==> src/rtl/data_mem_ctrl_pkg.sv <==
// Shared encodings for the MEM-stage data RAM controller: bus widths,
// memory op codes and controller state codes.
package data_mem_ctrl_pkg;

  localparam int DataBus     = 32;
  localparam int DataAddrBus = 32;
  localparam int MemOpBus    = 3;

  localparam logic [MemOpBus-1:0] MEM_OP_LB  = 3'd0;
  localparam logic [MemOpBus-1:0] MEM_OP_LBU = 3'd1;
  localparam logic [MemOpBus-1:0] MEM_OP_LH  = 3'd2;
  localparam logic [MemOpBus-1:0] MEM_OP_LHU = 3'd3;
  localparam logic [MemOpBus-1:0] MEM_OP_LW  = 3'd4;
  localparam logic [MemOpBus-1:0] MEM_OP_SB  = 3'd5;
  localparam logic [MemOpBus-1:0] MEM_OP_SH  = 3'd6;
  localparam logic [MemOpBus-1:0] MEM_OP_SW  = 3'd7;

  localparam logic [1:0] MEMCTRL_IDLE   = 2'd0;
  localparam logic [1:0] MEMCTRL_ACCESS = 2'd1;
  localparam logic [1:0] MEMCTRL_DONE   = 2'd2;

  function automatic logic is_store_op(input logic [MemOpBus-1:0] op);
    return (op == MEM_OP_SB) || (op == MEM_OP_SH) || (op == MEM_OP_SW);
  endfunction

endpackage

==> src/rtl/data_mem_ctrl_lane_align.sv <==
// Combinational big-endian lane steering: byte enables, store replication,
// load extraction with sign/zero extension and the misalignment flag.
module mem_lane_align
  import data_mem_ctrl_pkg::*;
(
  input  logic [MemOpBus-1:0] op_i,
  input  logic [1:0]          off_i,
  input  logic [DataBus-1:0]  wdata_i,
  input  logic [DataBus-1:0]  rdata_i,
  output logic [3:0]          sel_o,
  output logic [DataBus-1:0]  wdata_o,
  output logic [DataBus-1:0]  rdata_o,
  output logic                misalign_o
);

  logic [7:0]  w_byte;
  logic [15:0] w_half;

  // Byte offset 0 lives in the most significant lane.
  always_comb begin
    case (off_i)
      2'd0:    w_byte = rdata_i[31:24];
      2'd1:    w_byte = rdata_i[23:16];
      2'd2:    w_byte = rdata_i[15:8];
      default: w_byte = rdata_i[7:0];
    endcase
    w_half = off_i[1] ? rdata_i[15:0] : rdata_i[31:16];
  end

  always_comb begin
    sel_o      = 4'b0000;
    wdata_o    = '0;
    rdata_o    = '0;
    misalign_o = 1'b0;
    case (op_i)
      MEM_OP_LB, MEM_OP_LBU, MEM_OP_SB: begin
        sel_o   = 4'b1000 >> off_i;
        wdata_o = {4{wdata_i[7:0]}};
        rdata_o = (op_i == MEM_OP_LB) ? {{24{w_byte[7]}}, w_byte} : {24'd0, w_byte};
      end
      MEM_OP_LH, MEM_OP_LHU, MEM_OP_SH: begin
        sel_o      = off_i[1] ? 4'b0011 : 4'b1100;
        wdata_o    = {2{wdata_i[15:0]}};
        rdata_o    = (op_i == MEM_OP_LH) ? {{16{w_half[15]}}, w_half} : {16'd0, w_half};
        misalign_o = off_i[0];
      end
      default: begin
        sel_o      = 4'b1111;
        wdata_o    = wdata_i;
        rdata_o    = rdata_i;
        misalign_o = (off_i != 2'b00);
      end
    endcase
  end

endmodule

==> src/rtl/data_mem_ctrl.sv <==
// MEM-stage bus initiator for the data RAM: one access at a time with
// registered RAM port signals, programmable wait states and flush abort.
module data_mem_ctrl
  import data_mem_ctrl_pkg::*;
#(
  parameter int WAIT_CYCLES = 0
)(
  input  logic                   clk,
  input  logic                   rst,
  input  logic                   req_i,
  input  logic [MemOpBus-1:0]    op_i,
  input  logic [DataAddrBus-1:0] addr_i,
  input  logic [DataBus-1:0]     wdata_i,
  input  logic                   flush_i,
  output logic [DataBus-1:0]     rdata_o,
  output logic                   done_o,
  output logic                   adel_o,
  output logic                   ades_o,
  output logic                   stall_o,
  output logic                   ram_ce_o,
  output logic                   ram_we_o,
  output logic [3:0]             ram_sel_o,
  output logic [DataAddrBus-1:0] ram_addr_o,
  output logic [DataBus-1:0]     ram_data_o,
  input  logic [DataBus-1:0]     ram_data_i
);

  logic [1:0]             r_state;
  logic [3:0]             r_cnt;
  logic                   r_ce;
  logic                   r_we;
  logic [3:0]             r_sel;
  logic [DataAddrBus-1:0] r_addr;
  logic [DataBus-1:0]     r_data;
  logic [DataBus-1:0]     r_rdata;
  logic                   r_done;
  logic                   r_adel;
  logic                   r_ades;

  logic [3:0]             w_sel;
  logic [DataBus-1:0]     w_wdata;
  logic [DataBus-1:0]     w_ext;
  logic                   w_misalign;
  logic                   w_store;

  assign w_store = is_store_op(op_i);

  mem_lane_align u_align (
    .op_i       (op_i),
    .off_i      (addr_i[1:0]),
    .wdata_i    (wdata_i),
    .rdata_i    (ram_data_i),
    .sel_o      (w_sel),
    .wdata_o    (w_wdata),
    .rdata_o    (w_ext),
    .misalign_o (w_misalign)
  );

  // Request fields are held stable until done, so lane logic is reused in ACCESS.
  always_ff @(posedge clk or posedge rst) begin
    if (rst) begin
      r_state <= MEMCTRL_IDLE;
      r_cnt   <= 4'd0;
      r_ce    <= 1'b0;
      r_we    <= 1'b0;
      r_sel   <= 4'b0000;
      r_addr  <= '0;
      r_data  <= '0;
      r_rdata <= '0;
      r_done  <= 1'b0;
      r_adel  <= 1'b0;
      r_ades  <= 1'b0;
    end else if (flush_i) begin
      r_state <= MEMCTRL_IDLE;
      r_cnt   <= 4'd0;
      r_ce    <= 1'b0;
      r_we    <= 1'b0;
      r_sel   <= 4'b0000;
      r_addr  <= '0;
      r_data  <= '0;
      r_rdata <= '0;
      r_done  <= 1'b0;
      r_adel  <= 1'b0;
      r_ades  <= 1'b0;
    end else begin
      case (r_state)
        MEMCTRL_IDLE: begin
          if (req_i && w_misalign) begin
            r_state <= MEMCTRL_DONE;
            r_done  <= 1'b1;
            r_adel  <= ~w_store;
            r_ades  <= w_store;
            r_rdata <= '0;
          end else if (req_i) begin
            r_state <= MEMCTRL_ACCESS;
            r_cnt   <= 4'(WAIT_CYCLES);
            r_ce    <= 1'b1;
            r_we    <= w_store;
            r_sel   <= w_sel;
            r_addr  <= {addr_i[DataAddrBus-1:2], 2'b00};
            r_data  <= w_store ? w_wdata : '0;
          end
        end
        MEMCTRL_ACCESS: begin
          if (r_cnt == 4'd0) begin
            r_state <= MEMCTRL_DONE;
            r_done  <= 1'b1;
            r_rdata <= w_store ? '0 : w_ext;
            r_ce    <= 1'b0;
            r_we    <= 1'b0;
            r_sel   <= 4'b0000;
            r_addr  <= '0;
            r_data  <= '0;
          end else begin
            r_cnt <= r_cnt - 4'd1;
          end
        end
        MEMCTRL_DONE: begin
          r_state <= MEMCTRL_IDLE;
          r_done  <= 1'b0;
          r_adel  <= 1'b0;
          r_ades  <= 1'b0;
          r_rdata <= '0;
        end
        default: r_state <= MEMCTRL_IDLE;
      endcase
    end
  end

  assign rdata_o    = r_rdata;
  assign done_o     = r_done;
  assign adel_o     = r_adel;
  assign ades_o     = r_ades;
  assign ram_ce_o   = r_ce;
  assign ram_we_o   = r_we;
  assign ram_sel_o  = r_sel;
  assign ram_addr_o = r_addr;
  assign ram_data_o = r_data;
  assign stall_o    = req_i & ~r_done & ~flush_i;

endmodule
==> config.mk <==
export PLATFORM = sky130hd
export DESIGN_NAME = data_mem_ctrl
export DESIGN_NICKNAME = d
export VERILOG_FILES = /design/src/rtl/data_mem_ctrl_pkg.sv /design/src/rtl/data_mem_ctrl_lane_align.sv /design/src/rtl/data_mem_ctrl.sv
export SDC_FILE = /design/constraint.sdc
export NUM_CORES = 1
export LEC_CHECK = 0
export BUFFER_PORTS_ARGS = -buffer_cell sky130_fd_sc_hd__buf_4
export CORE_MARGIN = 2
export CORE_UTILIZATION = 49
export CTS_BUF_LIST = sky130_fd_sc_hd__clkbuf_16
export DETAILED_ROUTE_END_ITERATION = 7
export GPL_ROUTABILITY_DRIVEN = 0
export GPL_TIMING_DRIVEN = 1
export PLACE_DENSITY_LB_ADDON = 0.2
export SKIP_CTS_REPAIR_TIMING = 1
export SYNTH_ARGS = -nofsm -noshare
export SYNTH_HDL_FRONTEND = slang
export SYNTH_SLANG_ARGS = --single-unit
export TNS_END_PERCENT = 10
==> constraint.sdc <==
create_clock -name clk -period 4.3 [get_ports clk]
set_clock_uncertainty 0.05 [all_clocks]
set_input_delay 0.43 -clock clk [delete_from_list [all_inputs] [get_ports clk]]
set_output_delay 0.43 -clock clk [all_outputs]
set_load 0.005 [all_outputs]
; Word level (Yosys, flattened, before mapping)
; Index checks and enable logic that the tools add are counted.
[op_classes]
add_sub_neg = 1
n_reduce_logical = 18
shifts = 1
muxes = 58
bitwise = 5
n_eq_ne = 16
[op_table]
columns = cell, count
row1 = two-way mux 32 bit, 14
row2 = one-hot mux 32 bit (2 select lines), 4
row3 = one-hot mux 32 bit (3 select lines), 1
row4 = two-way mux 4 bit, 9
row5 = one-hot mux 4 bit (2 select lines), 3
row6 = one-hot mux 8 bit (3 select lines), 1
row7 = two-way mux 16 bit, 1
row8 = != test 3 bit (second input constant), 5
row9 = two-way mux 1 bit, 14
row10 = one-hot mux 1 bit (2 select lines), 5
row11 = equality test 3 bit (second input constant), 3
row12 = two-way mux 2 bit, 4
row13 = AND reduction 4 bit, 2
row14 = equality test 3 x 2 -> 1 bit (second input constant), 2
row15 = nonzero test 3 bit, 2
row16 = OR reduction 3 bit, 2
row17 = equality test 2 x 1 -> 1 bit (second input constant), 2
row18 = equality test 2 bit (second input constant), 2
row19 = zero test 2 bit, 2
row20 = zero test 4 bit, 1
row21 = != test 4 bit (second input constant), 1
row22 = one-hot mux 2 bit (2 select lines), 1
row23 = AND reduction 2 bit, 2
row24 = nonzero test 4 bit, 1
row25 = 11 further kinds, 15
[word_totals]
reg_bits = 111
inputBits = 103

; Depth between registers and ports, before layout
[depth]
depth_word = 8
mapped_depth = 9
ltp_nobuf = 7

; Hierarchy
; Synthesis repeated with hierarchy kept, for this count alone.
[hier_totals]
cells_unflattened = 546
area_unflattened_um2 = 5642.9
[modules_own_cells]
columns = mod, instances, area_per_inst_um2, cells_per_inst, seq_area_each_um2
row1 = data_mem_ctrl, 1, 4130.2, 291, 2727.6
row2 = mem_lane_align, 1, 1512.7, 255, 0.0

; Worst setup path after synthesis
; No wires, ideal clock.
[synth_timing]
kind = input port to flip-flop
start = input port addr_i[0]
end = register r_rdata[0] (netlist: rdata_o[0])
setup_time_ps = 128
setup_slack_ps = 2219
required_time_ps = 4122
path_buffers = 2
arrival_time_ps = 1903
cell_stages = 7
path_cell_list = buf_2 -> nor2_1 -> a221o_1 -> a21oi_1 -> nor3_2 -> buf_2 -> mux2_1
[synth_via]
elab_chain_len = 8
word_cells_on_any_way = 15
cone_classes = eq/ne (3) / mux (8) / reduce/logical (4)
[synth_lines]
columns = element, line_no
row1 = start: declaration, data_mem_ctrl.sv:12  ; input logic [DataAddrBus-1:0] addr_i,
row2 = equality test 2 bit (tied with other cells), data_mem_ctrl_lane_align.sv:21  ; case (off_i)
row3 = one-hot mux 8 bit (3 select lines), data_mem_ctrl_lane_align.sv:21
row4 = two-way mux 32 bit, data_mem_ctrl_lane_align.sv:39  ; rdata_o = (op_i == MEM_OP_LB) ? {{24{w_byte[7]}}, w_byte} : {24'd0, w_byte};
row5 = one-hot mux 32 bit (2 select lines), data_mem_ctrl_lane_align.sv:35  ; case (op_i)
row6 = two-way mux 32 bit, data_mem_ctrl.sv:108  ; r_rdata <= w_store ? '0 : w_ext;
row7 = two-way mux 32 bit, data_mem_ctrl.sv:105  ; if (r_cnt == 4'd0) begin
row8 = one-hot mux 32 bit (3 select lines), data_mem_ctrl.sv:86  ; case (r_state)
row9 = two-way mux 32 bit, data_mem_ctrl.sv:73  ; end else if (flush_i) begin
row10 = end signal: assignment, data_mem_ctrl.sv:108
row11 = end: declaration, data_mem_ctrl.sv:35  ; logic [DataBus-1:0] r_rdata;
; Several ways; a longest one is shown, not always the timed one. The select of a mux whose other input is x is not followed.
; A chain may end at the register's enable or synchronous reset.

; Worst setup path in the final report
[layout_timing]
start = register r_state[1]
end = register r_data[18] (netlist: ram_data_o[18])
[layout_via]
elab_chain_len = 3
word_cells_on_any_way = 9
cone_classes = eq/ne (4) / mux (2) / reduce/logical (3)
[layout_lines]
columns = element, line_no
row1 = start: declaration, data_mem_ctrl.sv:28  ; logic [1:0] r_state;
row2 = start signal: assignment, data_mem_ctrl.sv:62  ; r_state <= MEMCTRL_IDLE;
row3 = start signal: assignment, data_mem_ctrl.sv:74  ; r_state <= MEMCTRL_IDLE;
row4 = start signal: assignment, data_mem_ctrl.sv:89  ; r_state <= MEMCTRL_DONE;
row5 = equality test 2 x 1 -> 1 bit / zero test 2 bit (equally long branches), data_mem_ctrl.sv:86
row6 = != test 3 bit (no line) (tied with other cells), n/a
row7 = AND reduction 4 bit (no line) / two-way mux 32 bit (equally long branches), n/a
row8 = end signal: assignment, data_mem_ctrl.sv:101  ; r_data <= w_store ? w_wdata : '0;
row9 = end: declaration, data_mem_ctrl.sv:34  ; logic [DataBus-1:0] r_data;
; Several ways; a longest one is shown, not always the timed one.

==> reports/metrics.cfg <==
[cts]
clk_latency_ns=0.34
cts_tree=done
root_buffer=clkbuf_16
path_clk_slew_ns=0.08
cts.sink_count=109
cts_buffer_depth=2
cts-htree-levels=3
cts_made_buffers=9

[die]
rows=37
die_x_um=106
die_h_um=106
core_area_um2=10200
die_area_um2=11300
start_util=0.501
io_pins=209

[finish]
diodes=0
fin_nets=771
stdcell_area_um2=7020
utilization=0.686
final_cell_count_no_fill=807
layout-drive-gt1-share=0.364
seqCellArea_um2=2730
fill_cells=833
area_growth_pct=36.9
multi_input_area_um2=2240

[global_routing]
grt_usage=0.271
grt_pass1_wl_um=24100
grt-ovfl-total=0
grt_pass1_vias=4683
antenna_found_initial=0
grt_max_degree=86

[sta]
tns_ns=0
slew_violations=0
holdWs_ns=0.244
slew_headroom=0.169
finalSetupViolCount=0
rsz0062_at_grt=false
tightest_slew_ns=1.24
post-route-min-period_ns=2.95
min_period_over_period=0.685
finalHoldViolations=0
clock.fmax_mhz=339
setup_ws_ns=1.35

[status]
status=finished, final reports clean

[hold_path]
whs_endpoint=ram_addr_o[25]$_DFFE_PP0P_
min-delay-path-class=in2reg
hp-start=addr_i[25]
worstHoldPathCells=2

[power]
p_leak_nw=3.56
total_power_mw=2.36
power_density_nw_per_um2=336
peakVddDrop_uv=252

[setup_path]
crit_type=reg2reg
path_max_fanout=33
r2r_end=ram_data_o[18]$_DFFE_PP0P_
required_ns=4.52
critPathArrivalTime_ns=3.16
rrSetupSlack_ns=1.35
r2r-start=r_state[1]$_DFFE_PP0P_
crit_path_start_kind=register
worst_setup_path_end_kind=register
rr_worst_depth=4

[detailed_routing]
drc=0
firstDrtPassIters=7
viasPerCell=5.82
ant_nets=0
wire_per_inst_um=18.8
vias=4694
routed_wl_um=15200
dr.first_iter.drc_count=345

[logic_synthesis]
syn_area_um2=5130
synth.distinct_cells=47
synth_ff_type=dfrtp_1
ys_ff_latch=109
syn_inst=481
ys_warn_count=0
ys_async_sr_fraction=1.00
seq_area_frac_synth=0.532
syn_area_per_cell_um2=10.7
synth_edf_count=0

[place]
dpl_worst_slack_ns=1.22
placed_cell_area_um2=6740
portBuffers=206
placedCellCount=791
dp_hpwl_um=11200

[run]
drv_cap=0

## worst max-delay path: stages (launching register included)
cell and delay [ns]:
dfrtp_1 0.53, nor3_1 0.53, and3_1 1.05, nand2_1 0.46, o21ai_1 0.24
## final cells by class
type / count / area share
Clock buffer: 9 / 0.0321
Timing Repair Buffer: 209 / 0.224
Sequential cell: 109 / 0.389
Multi-Input combinational cell: 330 / 0.319
Tap cell: 136 / 0.0242
Inverter: 7 / 0.00410
Clock inverter: 7 / 0.00802
## worst max path at each step
| stage | from | endpoint | depth (start not counted) |
|---|---|---|---|
| floorplan | rst | adel_o$_DFFE_PP0P_ | 1 |
| global placement | op_i[1] | ram_data_o[18]$_DFFE_PP0P_ | 6 |
| detailed placement | op_i[1] | ram_data_o[18]$_DFFE_PP0P_ | 6 |
| CTS | r_state[1]$_DFFE_PP0P_ | ram_data_o[18]$_DFFE_PP0P_ | 4 |
| global route | r_state[1]$_DFFE_PP0P_ | ram_data_o[18]$_DFFE_PP0P_ | 4 |
| finish | r_state[1]$_DFFE_PP0P_ | ram_data_o[18]$_DFFE_PP0P_ | 4 |
## cells in the mapped netlist (2+ instances only)
cell type,number,area share
nor2b_1,2,0.0024
a22o_1,41,0.070
mux4_2,2,0.0088
o21ai_0,11,0.011
a22oi_1,9,0.013
a21oi_1,15,0.015
nand3b_1,10,0.015
dfrtp_1,109,0.53
o311ai_0,8,0.014
clkbuf_1,18,0.013
and2_1,3,0.0037
mux2_1,3,0.0066
nand2b_1,2,0.0024
nand3_1,6,0.0059
mux2_2,13,0.029
buf_2,15,0.015
o211ai_1,2,0.0029
o31ai_1,17,0.025
a221o_1,2,0.0039
buf_4,3,0.0044
nor3_1,10,0.0098
o2bb2ai_1,18,0.031
nand2_1,48,0.035
nor3b_1,5,0.0073
nor2_1,47,0.034
inv_1,7,0.0051
o21ai_1,12,0.012
mux2i_1,10,0.020
a21o_1,10,0.015
a222oi_1,4,0.0078
ha_1,2,0.0049
a32oi_1,2,0.0034
## where the power goes
| part | internal, mW | switching (mW) |
|---|---|---|
| combinational | 0.211 | 0.230 |
| sequential | 1.08 | 0.0395 |
| clock | 0.402 | 0.396 |
| total | 1.69 | 0.666 |
## state kept, by name (all words and copies together), names as in the netlist
name	flops
done_o	1
ram_addr_o	30
ram_data_o	32
ram_sel_o	4
rdata_o	32
ram_ce_o	1
ram_we_o	1
adel_o	1
ades_o	1
r_cnt	4
r_state	2
## kinds of logic (layout without fill, tap and decap cells)
group                      count (synthesis)  count (layout)  synth area share
and+or+nand+nor                          138             138             0.123
AOI/OAI and AO/OA                        159             159             0.236
muxes                                     28              28            0.0634
other                                      1               2          0.000731
adders and majority gates                  2               2           0.00488
buffers and inverters                     43             232            0.0373
DFF                                      109             109             0.532
xor gates and xnor gates                   1               1           0.00171
## cell usage in the layout, fill, tap and decap left out, drive strengths merged, types with 2 or more instances in the layout
master | synthesis | layout
inv | 7 | 10
nor2 | 47 | 47
a221oi | 2 | 2
mux2 | 16 | 16
nor3 | 11 | 11
clkbuf | 18 | 9
a32oi | 2 | 2
dfrtp | 109 | 109
a21boi | 2 | 2
o211ai | 2 | 2
o2bb2ai | 18 | 18
clkinv | 0 | 3
nor2b | 2 | 2
mux2i | 10 | 10
a221o | 2 | 2
a21o | 10 | 10
a21oi | 15 | 15
nand3b | 10 | 10
conb | 1 | 2
nand3 | 6 | 6
o21ai | 23 | 23
and2 | 3 | 3
a22oi | 9 | 9
mux4 | 2 | 2
o311ai | 8 | 8
nand2 | 48 | 48
nor3b | 5 | 5
buf | 18 | 209
o31ai | 17 | 17
a22o | 41 | 41
a222oi | 4 | 4
ha | 2 | 2
nand2b | 2 | 2
## per-layer routing
metal	share of wire	GRT usage
met1	0.39	0.343
met2	0.51	0.460
met3	0.079	0.0607
met4	0.022	0.0912
met5	0	0
Power figures use the tool's default switching activity.
